**src/rtl/partition_and_preadd_v9.sv**
```systemverilog
// Sample partitioner: zero-extended passthrough lanes, per-group 4:2 carry-save
// preadders with cascade carries, and a windowed running-total monitor.
module partition_and_preadd_v9 #(
  parameter  int DEMUX   = 16,
  parameter  int INBITS  = 3,
  parameter  int DSPBITS = 12,
  parameter  int NDIRECT = 8,
  parameter  int ACCLOG2 = 10,
  localparam int NGROUP  = (DEMUX - NDIRECT) / 4,
  localparam int ACCBITS = INBITS + $clog2(DEMUX) + ACCLOG2
) (
  input  logic                        clk,
  input  logic                        rst,
  input  logic [DEMUX*INBITS-1:0]     IN,
  input  logic                        IN_VALID,
  input  logic [2*NGROUP-1:0]         CARRYIN,
  output logic [NDIRECT*DSPBITS-1:0]  DIRECT,
  output logic [NGROUP*DSPBITS-1:0]   PREADD_S,
  output logic [NGROUP*DSPBITS-1:0]   PREADD_C,
  output logic                        PREADD_VALID,
  output logic [ACCBITS-1:0]          WIN_SUM,
  output logic                        WIN_VALID
);

  localparam int TBITS = INBITS + $clog2(DEMUX);
  localparam int LANEW = INBITS + 1;
  localparam int CNTW  = (ACCLOG2 > 0) ? ACCLOG2 : 1;
  localparam logic [CNTW-1:0] CNT_LAST = CNTW'((2 ** ACCLOG2) - 1);

  generate
    if (((DEMUX - NDIRECT) % 4) != 0 || NDIRECT < 0 || (INBITS + 1) > DSPBITS) begin : g_bad_cfg
      $error("partition_and_preadd_v9: unsupported DEMUX/NDIRECT/INBITS/DSPBITS combination");
    end
  endgenerate

  for (genvar k = 0; k < NDIRECT; k++) begin : g_direct
    assign DIRECT[DSPBITS*k +: DSPBITS] = DSPBITS'(IN[INBITS*k +: INBITS]);
  end

  logic [NGROUP*DSPBITS-1:0] pre_s_d, pre_s_q;
  logic [NGROUP*DSPBITS-1:0] pre_c_d, pre_c_q;
  logic                      pre_valid_q;

  for (genvar g = 0; g < NGROUP; g++) begin : g_group
    logic [INBITS-1:0] a, b, c, d;
    logic [INBITS-1:0] s1, c1;
    logic [LANEW-1:0]  x, y, z, s2;
    logic [INBITS-1:0] c2;

    assign a = IN[INBITS*(NDIRECT+4*g+0) +: INBITS];
    assign b = IN[INBITS*(NDIRECT+4*g+1) +: INBITS];
    assign c = IN[INBITS*(NDIRECT+4*g+2) +: INBITS];
    assign d = IN[INBITS*(NDIRECT+4*g+3) +: INBITS];

    assign s1 = a ^ b ^ c;
    assign c1 = (a & b) | (a & c) | (b & c);

    // Level-1 carries shift up one place, leaving bit 0 free for the cascade carry.
    assign x  = {1'b0, s1};
    assign y  = {c1, CARRYIN[2*g]};
    assign z  = {1'b0, d};
    assign s2 = x ^ y ^ z;
    // Top carry bit is always 0 because x and z have a zero MSB.
    assign c2 = (x[INBITS-1:0] & y[INBITS-1:0]) | (x[INBITS-1:0] & z[INBITS-1:0])
              | (y[INBITS-1:0] & z[INBITS-1:0]);

    assign pre_s_d[DSPBITS*g +: DSPBITS] = DSPBITS'(s2);
    assign pre_c_d[DSPBITS*g +: DSPBITS] = DSPBITS'({c2, CARRYIN[2*g+1]});
  end

  logic [TBITS-1:0]   t_d, t_q;
  logic               t_valid_q;
  logic [ACCBITS-1:0] acc_d, acc_q;
  logic [CNTW-1:0]    cnt_d, cnt_q;
  logic [ACCBITS-1:0] win_sum_d, win_sum_q;
  logic               win_valid_d, win_valid_q;

  always_comb begin
    t_d = '0;
    for (int i = 0; i < DEMUX; i++) begin
      t_d = t_d + TBITS'(IN[INBITS*i +: INBITS]);
    end
  end

  // NOTE: every always_comb output gets a default first so no path leaves it unassigned (no latch).
  always_comb begin
    acc_d       = acc_q;
    cnt_d       = cnt_q;
    win_sum_d   = win_sum_q;
    win_valid_d = 1'b0;
    if (t_valid_q) begin
      if (cnt_q == CNT_LAST) begin
        win_sum_d   = acc_q + ACCBITS'(t_q);
        win_valid_d = 1'b1;
        acc_d       = '0;
        cnt_d       = '0;
      end else begin
        acc_d = acc_q + ACCBITS'(t_q);
        cnt_d = cnt_q + CNTW'(1);
      end
    end
  end

  // NOTE: state registers use non-blocking assignments so all flops update from pre-edge values.
  always_ff @(posedge clk) begin
    if (rst) begin
      pre_s_q     <= '0;
      pre_c_q     <= '0;
      pre_valid_q <= 1'b0;
      t_q         <= '0;
      t_valid_q   <= 1'b0;
      acc_q       <= '0;
      cnt_q       <= '0;
      win_sum_q   <= '0;
      win_valid_q <= 1'b0;
    end else begin
      pre_s_q     <= pre_s_d;
      pre_c_q     <= pre_c_d;
      pre_valid_q <= IN_VALID;
      if (IN_VALID) t_q <= t_d;
      t_valid_q   <= IN_VALID;
      acc_q       <= acc_d;
      cnt_q       <= cnt_d;
      win_sum_q   <= win_sum_d;
      win_valid_q <= win_valid_d;
    end
  end

  assign PREADD_S     = pre_s_q;
  assign PREADD_C     = pre_c_q;
  assign PREADD_VALID = pre_valid_q;
  assign WIN_SUM      = win_sum_q;
  assign WIN_VALID    = win_valid_q;

endmodule
```
**config.mk**
```make
export PLATFORM = sky130hd
export DESIGN_NAME = partition_and_preadd_v9
export DESIGN_NICKNAME = d
export VERILOG_FILES = /design/src/rtl/partition_and_preadd_v9.sv
export SDC_FILE = /design/constraint.sdc
export NUM_CORES = 1
export LEC_CHECK = 0
export ABC_AREA = 1
export BUFFER_PORTS_ARGS = -buffer_cell sky130_fd_sc_hd__buf_2
export CELL_PAD_IN_SITES_DETAIL_PLACEMENT = 0
export CELL_PAD_IN_SITES_GLOBAL_PLACEMENT = 2
export CORE_ASPECT_RATIO = 1.5
export CORE_MARGIN = 3
export CORE_UTILIZATION = 28
export CTS_BUF_LIST = sky130_fd_sc_hd__clkbuf_4 sky130_fd_sc_hd__clkbuf_8
export CTS_CLUSTER_SIZE = 20
export DETAILED_ROUTE_END_ITERATION = 8
export GPL_ROUTABILITY_DRIVEN = 1
export GPL_TIMING_DRIVEN = 1
export PLACE_DENSITY_LB_ADDON = 0.3
export SETUP_SLACK_MARGIN = 0.3
export SLEW_MARGIN = 20
export SYNTH_ARGS = -nofsm -noshare
export SYNTH_HDL_FRONTEND = slang
export SYNTH_SLANG_ARGS = --single-unit
```
**constraint.sdc**
```tcl
create_clock -name clk -period 5.06 [get_ports clk]
set_input_delay 0.253 -clock clk [delete_from_list [all_inputs] [get_ports clk]]
set_output_delay 0.253 -clock clk [all_outputs]
set_load 0.1 [all_outputs]
```
## Word level (Yosys, flattened, before mapping)

Index checks and enable logic that the tools add are counted.

| word-level totals | value |
|---|---|
| output and inout port bits | 163 |
| logic and storage cells | 62 |
| flip-flop bits (word level) | 101 |

| operators by class | value |
|---|---|
| equality and inequality tests | 1 |
| add/sub/neg operators | 17 |
| reduce and logical (&&, ||, !) cells | 2 |
| bitwise gates (word level) | 29 |
| mux-type cells | 3 |

Operator list:

| kind | number |
|---|---|
| $add A7 B3 Y7 | 11 |
| $and A3 B3 Y3 | 12 |
| $or A3 B3 Y3 | 8 |
| $add A17 B7 Y17 | 1 |
| $mux W17 | 1 |
| $xor A3 B3 Y3 | 4 |
| $add A10 B1 Y10 const B | 1 |
| $eq A10 B10 Y1 const B | 1 |
| $mux W10 | 1 |
| $xor A3 B4 Y4 | 2 |
| $xor A4 B3 Y4 | 2 |
| $add A6 B3 Y7 | 1 |
| $add A5 B3 Y6 | 1 |
| $add A4 B3 Y5 | 1 |
| $add A3 B3 Y4 | 1 |
| $reduce_and A2 Y1 | 1 |
| $reduce_or A2 Y1 | 1 |
| $mux W1 | 1 |
| $not A1 Y1 | 1 |

## Longest topological paths before layout

| depth | value |
|---|---|
| word-level depth | 15 |
| mapped depth | 20 |

## Worst setup path after synthesis

OpenSTA, ideal clock, no wires.

| timing path | value |
|---|---|
| path kind | input-to-reg |
| from | in IN[1] |
| to | reg t_q[5] |
| cell stages on the path | 18 |
| data arrival time | 4395 ps |
| path slack | 547 ps |
| data required time | 4943 ps |
| path buffers | 0 |
| path through | inv_1 fa_1 inv_1 fa_1 fa_1 inv_1 fa_1 fa_1 inv_1 ha_1 ha_1 fa_1 nand2_1 nand2_1 a21oi_1 nor2_1 o221ai_1 inv_1 |

| on the way | value |
|---|---|
| longest elaborated chain between the ends | 15 |

RTL lines:

| item | line | text |
|---|---|---|
| from (decl) | 14 | `input logic [DEMUX*INBITS-1:0] IN,` |
| $add A3 B3 Y4 | 81 | `t_d = t_d + TBITS'(IN[INBITS*i +: INBITS]);` |
| $add A4 B3 Y5 | 81 |  |
| $add A5 B3 Y6 | 81 |  |
| $add A6 B3 Y7 | 81 |  |
| $add A7 B3 Y7 (11 in series) | 81 |  |
| to (signal assigned) | 120 | `if (IN_VALID) t_q <= t_d;` |
| to (decl) | 71 | `logic [TBITS-1:0] t_d, t_q;` |

No other way between the ends.
A chain may end at the register's enable or synchronous reset.

## Final worst setup path

Ends and elaborated chain as after synthesis.

==> summary.md <==
| Metric | Value |
|---|---|
| Status | `finished, final reports clean` |
| Reg2Reg Setup Slack | `3130 ps` |
| FF-to-FF End | `acc_q[4]$_SDFFE_PP0P_` |
| Crit path top cell by count | `fa_1` |
| Critical-path cell list | `buf_2 > inv_1 > fa_1 > inv_1 > fa_1 > fa_1 > inv_1 > fa_1 > fa_1 > inv_1 > ha_1 > ha_1 > fa_1 > nand2_1 > nand2_1 > a21oi_1 > nor2_1 > o221ai_1 > inv_1` |
| Main synth FF type | `dfxtp_1` |
| Row cnt | `62` |
| Sequential power share | `0.189` |
| GPL Wtd Cong | `0.7836` |
| Worst path slowest cell | `fa_1` |
| DR pass1 iterations | `4` |
| Share of layout cells above drive strength 1 | `0.1781` |
| Fin area | `0.006090 sq mm` |
| CP peak stage delay | `550 ps` |
| Synthesis Warnings | `0` |
| #FFs+latches synth | `69` |
| # Post-CTS Setup Buffers | `0` |
| Synth cell types | `37` |
| Commonest cells after routing, fill and taps aside | `inv_1, nand2_1, buf_2` |
| Grt ovf | `0` |
| Worst Path Buf+Inv | `6` |
| Vias in the first global route | `3990` |
| Pin count of the biggest net entering global routing | `43` |
| Slew HR | `0.4178` |
| Max cap viols | `0` |
| Bufs on Longest Clock Path | `2` |
| Pint | `between 0.0015 and 0.002 W` |
| CTS buffer count | `9` |
| Switch share | `0.5148` |
| Register clock-pin slew on the reported worst setup and hold paths | `90 ps` |
| Crit path max-delay family | `adder cells` |
| Worst skew pair latency | `350 ps` |
| Final HPWL DP | `10620 um` |
| Hold Crit Class | `primary input to flop` |
| Clock share of power | `0.163` |
| Cell Area, Synth | `about 0.0056 sq mm` |
| Die width | `121.6 um` |
| All-layer global routing usage | `0.1135` |
| Final setup fails | `0` |
| CTS root buffer | `clkbuf_8` |
| Min Clock Period, post-route | `4402 ps` |
| Vias | `4011` |
| RSZ-0062 raised after global routing | `no` |
| R2R cell count | `11` |
| Crit Path Category | `primary input to flop` |
| First-pass GRT wire length | `19270 um` |
| Power Total | `around 0.0033 W` |
| Tcrit/Tclk final | `0.8700` |
| Antenna violations before repair | `0` |
| Register area | `between 0.001 and 0.0015 sq mm` |
| 1st-iter DRT viols | `116` |
| Power Dens Cells | `534.0 mW/mm^2` |
| Ant diodes | `0` |
| Hold_buf cts | `0` |
| Number of synthesized flops with an enable pin | `0` |
| Ys async rst share | `0` |
| Max rail drop VDD | `0.2884 mV` |
| Layout fillers | `2195` |
| Post-Route WL | `between 10000 and 15000 um` |
| Initial Util | `0.2893` |
| Area post-placement | `0.005861 sq mm` |
| WHS Path Cells | `3` |
| Slew Limit Fails | `0` |
| Final hold violation count | `0` |
| Post-Syn Area per Cell | `7.913 sq um` |
| Tightest Pin Transition | `873.3 ps` |
| Antenna Nets Post-Route | `0` |
| Post-Place Worst Slack | `256.8 ps` |
| Mapped Cells | `709` |
| Hold path start | `CARRYIN[1]` |
| Htree depth | `3` |
| Total negative slack | `0 ps` |
| Core area | `0.01939 sq mm` |
| Multi-input combinational cell area | `0.003072 sq mm` |
| Vias per cell | `between 3 and 4` |
| Clock Skew | `15.35 ps` |
| DR WL/cell | `11.95 um` |
| P_sw | `0.001674 W` |
| Fmax | `227.1 MHz` |
| Port buffer count | `113` |
| Layout area overhead | `8.541%` |
| Seq/Total Area, Yosys | `0.2462` |
| TritonCTS Sinks | `69` |
| Critical Path Fanout Max | `3` |
| CP startpoint kind | `primary input` |
| Arrival time at the worst endpoint | `roughly 4600 ps` |
| Setup WS post-layout | `657.6 ps` |
| Hold Path Sink | `PREADD_C[0]$_SDFF_PP0_` |
| Number of gates resized after CTS | `0` |
| Commonest non-fill, non-tap cell in the layout | `inv_1` |
| Combinational share of power | `0.648` |
| Top Ports | `approximately 220` |
| Die area | `0.02181 sq mm` |
| TritonCTS clock tree | `built` |
| Final nets | `929` |
| CP required | `about 5300 ps` |
| DR DRC count | `0` |
| FF-to-FF Start | `t_q[0]$_SDFFE_PP0P_` |
| CP endpoint kind | `flop` |
| Leakage power | `about 3.3 nW` |
| Die Ht | `179.4 um` |
==> worst max path at each step <==
| stage | startpoint | end | slack (ps) | cells after the start |
|---|---|---|---|---|
| finish | IN[1] | t_q[5]$_SDFFE_PP0P_ | 660 | 19 |
| global placement | IN[1] | t_q[5]$_SDFFE_PP0P_ | 270 | 19 |
| detailed placement | IN[1] | t_q[5]$_SDFFE_PP0P_ | 260 | 19 |
| global route | IN[1] | t_q[5]$_SDFFE_PP0P_ | 420 | 19 |
| floorplan | IN[1] | t_q[5]$_SDFFE_PP0P_ | 550 | 18 |
| CTS | IN[1] | t_q[5]$_SDFFE_PP0P_ | 630 | 19 |
==> cell type report <==
type,count,share of cell area
clock inverters,4,0.01151
repair buffers,114,0.09410
inverters,137,0.08445
multi-input cells,467,0.5044
flip-flops and latches,69,0.2268
clock buffers,12,0.02609
well taps,256,0.05260
==> kinds of logic after synthesis <==
group | synth area share
adders and majority gates | 0.2404
other | 0.0006684
buffers and inverters | 0.2752
xor gates and xnor gates | 0.01717
AOI/OAI and AO/OA | 0.04594
and+or+nand+nor | 0.1744
DFF | 0.2462
==> layer usage <==
metal	track usage	vias up	wire length [um]
met5	0	-	0
met4	0.03505	0	178
met3	0.01539	10	572
met2	0.2314	115	7543
met1	0.1172	1824	4356
li1	-	2062	-
==> flip-flops by register name, summed over array words and instances, names as in the netlist <==
signal / count
t_q: 7
WIN_SUM: 17
cnt_q: 10
PREADD_C: 8
t_valid_q: 1
WIN_VALID: 1
PREADD_S: 8
acc_q: 17
==> through the flow <==
| stage | util | std cells | hold WS (ps) |
|---|---|---|---|
| after floorplan | - | 812 | 360.0 |
| after global placement | 0.3022 | 1043 | 435.9 |
| after detailed placement | 0.3022 | 1043 | 437.8 |
| after CTS | 0.3140 | 1059 | 82.23 |
| after global routing | 0.3140 | 1059 | 89.99 |
| final | 0.3140 | 1059 | 98.27 |
==> worst reg2reg max path, stage by stage, from the launching register on <==
cell and delay, ps:
dfxtp_1 340, ha_1 170, inv_1 60, fa_1 410
inv_1 100, nand2_1 50, nand2_1 80, nand2_1 60
xor2_1 230, nor2_1 110, a21oi_1 130, nor2_1 50
==> power by group through the flow <==
stage	sequential, W	combinational, W	clock [W]
detailed placement	0.000627	0.00216	0
global route	0.000619	0.00240	0.000570
finish	0.000613	0.00211	0.000530
CTS	0.000614	0.00217	0.000554
floorplan	0.000728	0.00173	0
global placement	0.000626	0.00216	0
==> Yosys cell counts (2+ instances only) <==
cell type	instances	share of area
nand2_1	125	0.084
xor2_1	9	0.014
o22ai_1	2	0.0022
fa_1	53	0.19
nor2_2	4	0.0045
o221ai_1	2	0.0031
nand4_1	3	0.0033
dfxtp_1	69	0.25
nand3b_1	4	0.0054
inv_1	134	0.090
nor2_1	51	0.034
or2_2	3	0.0033
a22o_1	3	0.0047
buf_4	128	0.17
nand2_2	2	0.0022
a21oi_1	25	0.022
o21ai_0	9	0.0080
ha_1	23	0.051
nand3_1	34	0.030
buf_6	2	0.0040
buf_2	2	0.0018
clkbuf_1	5	0.0033
xnor2_1	2	0.0031
inv_2	2	0.0013
(Power assumes the default switching activity.)
